$ cat src/rtl/pipeline_ctrl.sv
// Stall/flush sequencer for the 5-stage pipeline: arbitrates memory wait, mul/div
// occupancy, taken branches and load-use into stage enables. Optional perf counters: PIPELINE_CTRL_PERF_EN.
//
// state   | meaning
// RUN     | normal issue; branch and load-use hazards are evaluated
// MD_WAIT | mul/div occupies EX; front end frozen until md_cnt reaches 0
module pipeline_ctrl #(
    parameter int MD_LATENCY = 32
`ifdef PIPELINE_CTRL_PERF_EN
    ,
    parameter int PERF_W     = 32
`endif
) (
    input  logic       clk,
    input  logic       reset,
    input  logic       dmem_wait,
    input  logic       ex_md_start,
    input  logic       ex_br_taken,
    input  logic       de_memRead,
    input  logic [4:0] de_rd,
    input  logic [4:0] fd_rs1,
    input  logic [4:0] fd_rs2,
    output logic       pcWrite,
    output logic       fdWrite,
    output logic       deWrite,
    output logic       emWrite,
    output logic       mwWrite,
    output logic       fdFlush,
    output logic       deFlush,
    output logic       emBubble,
    output logic       md_busy,
    output logic       md_done
`ifdef PIPELINE_CTRL_PERF_EN
    ,
    output logic [PERF_W-1:0] perf_lu_stalls,
    output logic [PERF_W-1:0] perf_br_flushes,
    output logic [PERF_W-1:0] perf_md_cycles,
    output logic [PERF_W-1:0] perf_mem_stalls
`endif
);

    typedef enum logic {
        RUN     = 1'b0,
        MD_WAIT = 1'b1
    } state_t;

    // The issue cycle and the md_done cycle are both part of the occupancy.
    localparam logic [7:0] MD_LOAD = 8'(MD_LATENCY - 2);

    state_t     state;
    state_t     state_nxt;
    logic [7:0] md_cnt;
    logic [7:0] md_cnt_nxt;
    logic       load_use;
    logic       hit_mem;
    logic       hit_md;
    logic       hit_br;
    logic       hit_lu;

    assign load_use = de_memRead && (de_rd != 5'd0) &&
                      ((de_rd == fd_rs1) || (de_rd == fd_rs2));

    assign md_busy = (state == MD_WAIT);

    always_comb begin
        pcWrite    = 1'b1;
        fdWrite    = 1'b1;
        deWrite    = 1'b1;
        emWrite    = 1'b1;
        mwWrite    = 1'b1;
        fdFlush    = 1'b0;
        deFlush    = 1'b0;
        emBubble   = 1'b0;
        md_done    = 1'b0;
        state_nxt  = state;
        md_cnt_nxt = md_cnt;
        hit_mem    = 1'b0;
        hit_md     = 1'b0;
        hit_br     = 1'b0;
        hit_lu     = 1'b0;

        if (dmem_wait) begin
            // Whole pipe holds; the mul/div timer keeps running but cannot finish.
            hit_mem = 1'b1;
            pcWrite = 1'b0;
            fdWrite = 1'b0;
            deWrite = 1'b0;
            emWrite = 1'b0;
            mwWrite = 1'b0;
            if (md_cnt != 8'd0) begin
                md_cnt_nxt = md_cnt - 8'd1;
            end
        end else if (state == RUN && ex_md_start) begin
            hit_md     = 1'b1;
            pcWrite    = 1'b0;
            fdWrite    = 1'b0;
            deWrite    = 1'b0;
            emBubble   = 1'b1;
            state_nxt  = MD_WAIT;
            md_cnt_nxt = MD_LOAD;
        end else if (state == MD_WAIT && md_cnt != 8'd0) begin
            hit_md     = 1'b1;
            pcWrite    = 1'b0;
            fdWrite    = 1'b0;
            deWrite    = 1'b0;
            emBubble   = 1'b1;
            md_cnt_nxt = md_cnt - 8'd1;
        end else if (state == MD_WAIT) begin
            hit_md    = 1'b1;
            md_done   = 1'b1;
            state_nxt = RUN;
        end else if (ex_br_taken) begin
            // ID holds a wrong-path instruction, so its load-use match is moot.
            hit_br  = 1'b1;
            fdFlush = 1'b1;
            deFlush = 1'b1;
        end else if (load_use) begin
            hit_lu  = 1'b1;
            pcWrite = 1'b0;
            fdWrite = 1'b0;
            deFlush = 1'b1;
        end
    end

    always_ff @(posedge clk) begin
        if (reset) begin
            state  <= RUN;
            md_cnt <= 8'd0;
        end else begin
            state  <= state_nxt;
            md_cnt <= md_cnt_nxt;
        end
    end

`ifdef PIPELINE_CTRL_PERF_EN
    always_ff @(posedge clk) begin
        if (reset) begin
            perf_lu_stalls  <= '0;
            perf_br_flushes <= '0;
            perf_md_cycles  <= '0;
            perf_mem_stalls <= '0;
        end else begin
            if (hit_lu)  perf_lu_stalls  <= perf_lu_stalls + 1'b1;
            if (hit_br)  perf_br_flushes <= perf_br_flushes + 1'b1;
            if (hit_md)  perf_md_cycles  <= perf_md_cycles + 1'b1;
            if (hit_mem) perf_mem_stalls <= perf_mem_stalls + 1'b1;
        end
    end
`else
    logic unused_hits;
    assign unused_hits = ^{hit_mem, hit_md, hit_br, hit_lu};
`endif

endmodule

$ cat config.mk
export PLATFORM = sky130hd
export DESIGN_NAME = pipeline_ctrl
export DESIGN_NICKNAME = d
export VERILOG_FILES = /design/src/rtl/pipeline_ctrl.sv
export SDC_FILE = /design/constraint.sdc
export NUM_CORES = 1
export LEC_CHECK = 0
export ABC_CLOCK_PERIOD_IN_PS = 4500
export CELL_PAD_IN_SITES_DETAIL_PLACEMENT = 0
export CELL_PAD_IN_SITES_GLOBAL_PLACEMENT = 1
export CORE_ASPECT_RATIO = 0.9
export CORE_MARGIN = 4
export CORE_UTILIZATION = 28
export CTS_CLUSTER_SIZE = 25
export DETAILED_ROUTE_END_ITERATION = 6
export PLACE_DENSITY = 0.73
export SLEW_MARGIN = 20
export SYNTH_ARGS = -nofsm -noshare
export SYNTH_HDL_FRONTEND = slang
export SYNTH_SLANG_ARGS = --single-unit
$ cat constraint.sdc
create_clock -name clk -period 4.5 [get_ports clk]
set_input_delay 0.45 -clock clk [delete_from_list [all_inputs] [get_ports clk]]
set_output_delay 0.45 -clock clk [all_outputs]
set_load 0.005 [all_outputs]
==> results.md <==
* Hold Path Depth at 2
* Chip height at between 50 and 60 um
* Total Routing Usage GR at 0.118
* Met3 WL at 203 um
* Register area at 180 sq um
* Max cap viols at 0
* Post-CTS resize count at 0
* Endpoints failing hold at 0
* Total Routed Length at 1960 um
* First-pass GRT wire length at 3420 um
* P&R area growth vs syn at 45.2%
* CP cell instances: inv_1 -> ha_1 -> nor3b_2 -> nand3_4 -> a21oi_2 -> o41a_1 -> clkdlybuf4s50_1
* WL met1 at 1010 um
* Final ANT Viol Nets at 0
* CTS sink count at 9
* Post-synth top area cell: dfxtp_1
* Top cells by count, synth: xor2_1, dfxtp_1, nor2_1, nor3_1, or3_1
* Reg clk slew, reported paths at 0.07 ns
* CP bufs+invs at 2
* Port bufs at 30
* Number of DRC markers in iteration 0 at 45
* Worst Path Required at 4.05 ns
* Fin crit period at 2.80 ns
* Clock insertion delay at the later pin of the skew report at approximately 0.27 ns
* Fmax at 0.357 GHz
* P_int at 0.000234 W
* R2r worst-path depth at 6
* Final net count at approximately 140
* Fraction of registers with async set/reset at 0
* Relative slew slack at 0.614
* Clock Skews at 0.00940 ns
* Multi-input gate area at 532 sq um
* R2R setup slack at 2.77 ns
* Hold path endpoint: md_cnt[6]
* Final number of setup-violating endpoints at 0
* Crit start category: flip-flop
* Crit-path max cell delay at 0.51 ns
* Syn avg cell area at approximately 8.3 sq um
* Sequential share of power at 0.328
* Initial antenna violation count at 0
* Net Count, Synth at 113
* Layout cells sized above 1 at 0.0917
* Reg-to-Reg End: md_cnt[6]
* Crit path DAT at 2.35 ns
* Power density cells at 363 nW/um^2
* Worst R2R Start: md_cnt[1]
* Post-layout util at 0.434
* CTS Buf Count at 3
* Most frequent cell after synthesis: xor2_1
* Hold path start: md_cnt[6]
* Max Slew Vio Count at 0
* CTS tree: yes
* EDFF count, synth at 0
* Clock Path Buffers at 2
* RSZ-0062 raised after global routing: no
* Combinational Power Share at 0.505
* H-tree Lvls at 1
* Antenna diode count at 0
* Sw Pwr at 0.000161 W
* Met2 wire length at 748 um
* Worst vdd ir at 211 uV
* Drt drc at 0
* Outcome: completed
* Largest net degree at the start of global routing at 11
* Post-Syn Instances at 90
* Detailed placer's ending HPWL at 1550 um
* Initial Util at 0.299
* Synth top area share at 0.240
* Leakage at 0.416 nW
* Wire per inst at 13.3 um
* Root buf cell: clkbuf_4
* Worst setup EP type: output port
* Global route overflow at 0
* I/O pin cnt at 31
* Clock share of power at 0.167
* Yosys cell types at 36
* Vias in the first global route at 707
* Placeable Area at 2510 sq um
* Max Used Layer: met3
* Post-CTS setup buffer count at 0
* Die X-Extent at 62.5 um
* Ys flop type: dfxtp_1
* Sum Neg Setup Slack at 0 ns
* Synth area leaders: dfxtp_1, xor2_1, nor3_1
* Std cell rows at 17
* Largest fanout on the critical path at 7
* Hold WC Path Type: flip-flop to flip-flop
* Critical path class: flip-flop to output port
* Mean number of vias per cell at 5.16
* Tcrit/Tclk final at 0.622
* Slew @ Worst Pin at 0.576 ns
* Seq/Total Area, Yosys at 0.240
* TritonRoute pass-1 iters at 4
* Crit path max-delay family: simple AND/OR/NAND/NOR gates
* Gpl congestion at approximately 0.71
* Filler Cell Count at 271
* Sw Share at 0.408
* Yosys warning count at 0
* Yosys reg bits at 9
* Die footprint at about 3600 sq um
* Slowest stage cell, crit path: clkdlybuf4s50_1
* Via Count at around 760
* Cell Area, Synth at 749 sq um
* Hold-fix buffers at CTS at 0
final cells by class:
type | instances | area share
sequential | 9 | 0.166
timing repair buffer | 30 | 0.276
tap | 28 | 0.0322
clock buffer | 4 | 0.0241
inverter | 4 | 0.0138
multi-input combinational | 73 | 0.489
layout by cell type (no fill, tap or decap), drive strengths merged, types with 3 or more instances in the layout:
master         instances
a211oi                 3
nand3                  4
nor2                   9
a21oi                  4
nor3                   7
clkbuf                 4
dfxtp                  9
xor2                  10
inv                    4
or3                    5
nand2                  4
clkdlybuf4s50         30
kinds of logic after synthesis:
| family | after synthesis | share of synthesized area |
|---|---|---|
| AO/OA/AOI/OAI | 17 | 0.184 |
| XOR/XNOR | 11 | 0.129 |
| adder cells (fa/ha/maj) | 2 | 0.0334 |
| buffers and inverters | 8 | 0.0501 |
| flip-flops | 9 | 0.240 |
| multiplexers | 2 | 0.0267 |
| AND/OR/NAND/NOR | 41 | 0.337 |
metal layers:
layer	vias to the layer above	global-route usage
met5	-	0
met2	37	0.166
li1	390	-
met3	0	0.0472
met4	0	0.0472
met1	336	0.161
registers in the layout, indices dropped and copies added (netlist names):
register  flops
md_busy       1
md_cnt        8
worst max path at each step:
| stage | from | endpoint | slack (ns) | cells after the start |
|---|---|---|---|---|
| 2_1_floorplan | md_cnt[1] | pcWrite | 2.53 | 7 |
| 3_3_place_gp | de_rd[1] | fdWrite | 1.73 | 5 |
| 3_5_place_dp | de_rd[1] | fdWrite | 1.73 | 5 |
| 4_1_cts | md_cnt[1] | fdWrite | 1.69 | 7 |
| 5_1_grt | md_cnt[0] | pcWrite | 1.53 | 7 |
| 6_report | md_cnt[1] | fdWrite | 1.70 | 7 |
power groups by stage:
| stage | sequential, W | combinational [W] | clock (W) |
|---|---|---|---|
| detailed placement | 0.000130 | 0.000200 | 0 |
| global placement | 0.000129 | 0.000197 | 0 |
| global route | 0.000132 | 0.000224 | 0.0000725 |
| finish | 0.000129 | 0.000199 | 0.0000661 |
| floorplan | 0.000124 | 0.000144 | 0 |
| CTS | 0.000128 | 0.000202 | 0.0000680 |
tightest hold or removal path: stages, from the launching register on:
cell and delay [ns]:
dfxtp_1 0.34, nand2_1 0.06, mux2i_1 0.06
per-stage QoR:
step	instances	setup slack (ns)	hold WS, ns	cell area (sq um)	total power (W)
CTS	148	1.69	0.519	1090	0.000398
floorplan	90	2.53	0.466	749	0.000268
detailed placement	144	1.73	0.510	1060	0.000330
global route	148	1.53	0.528	1090	0.000428
finish	148	1.70	0.515	1090	0.000395
global placement	144	1.73	0.483	1060	0.000326
No activity file was read; power rests on OpenSTA's default activity.
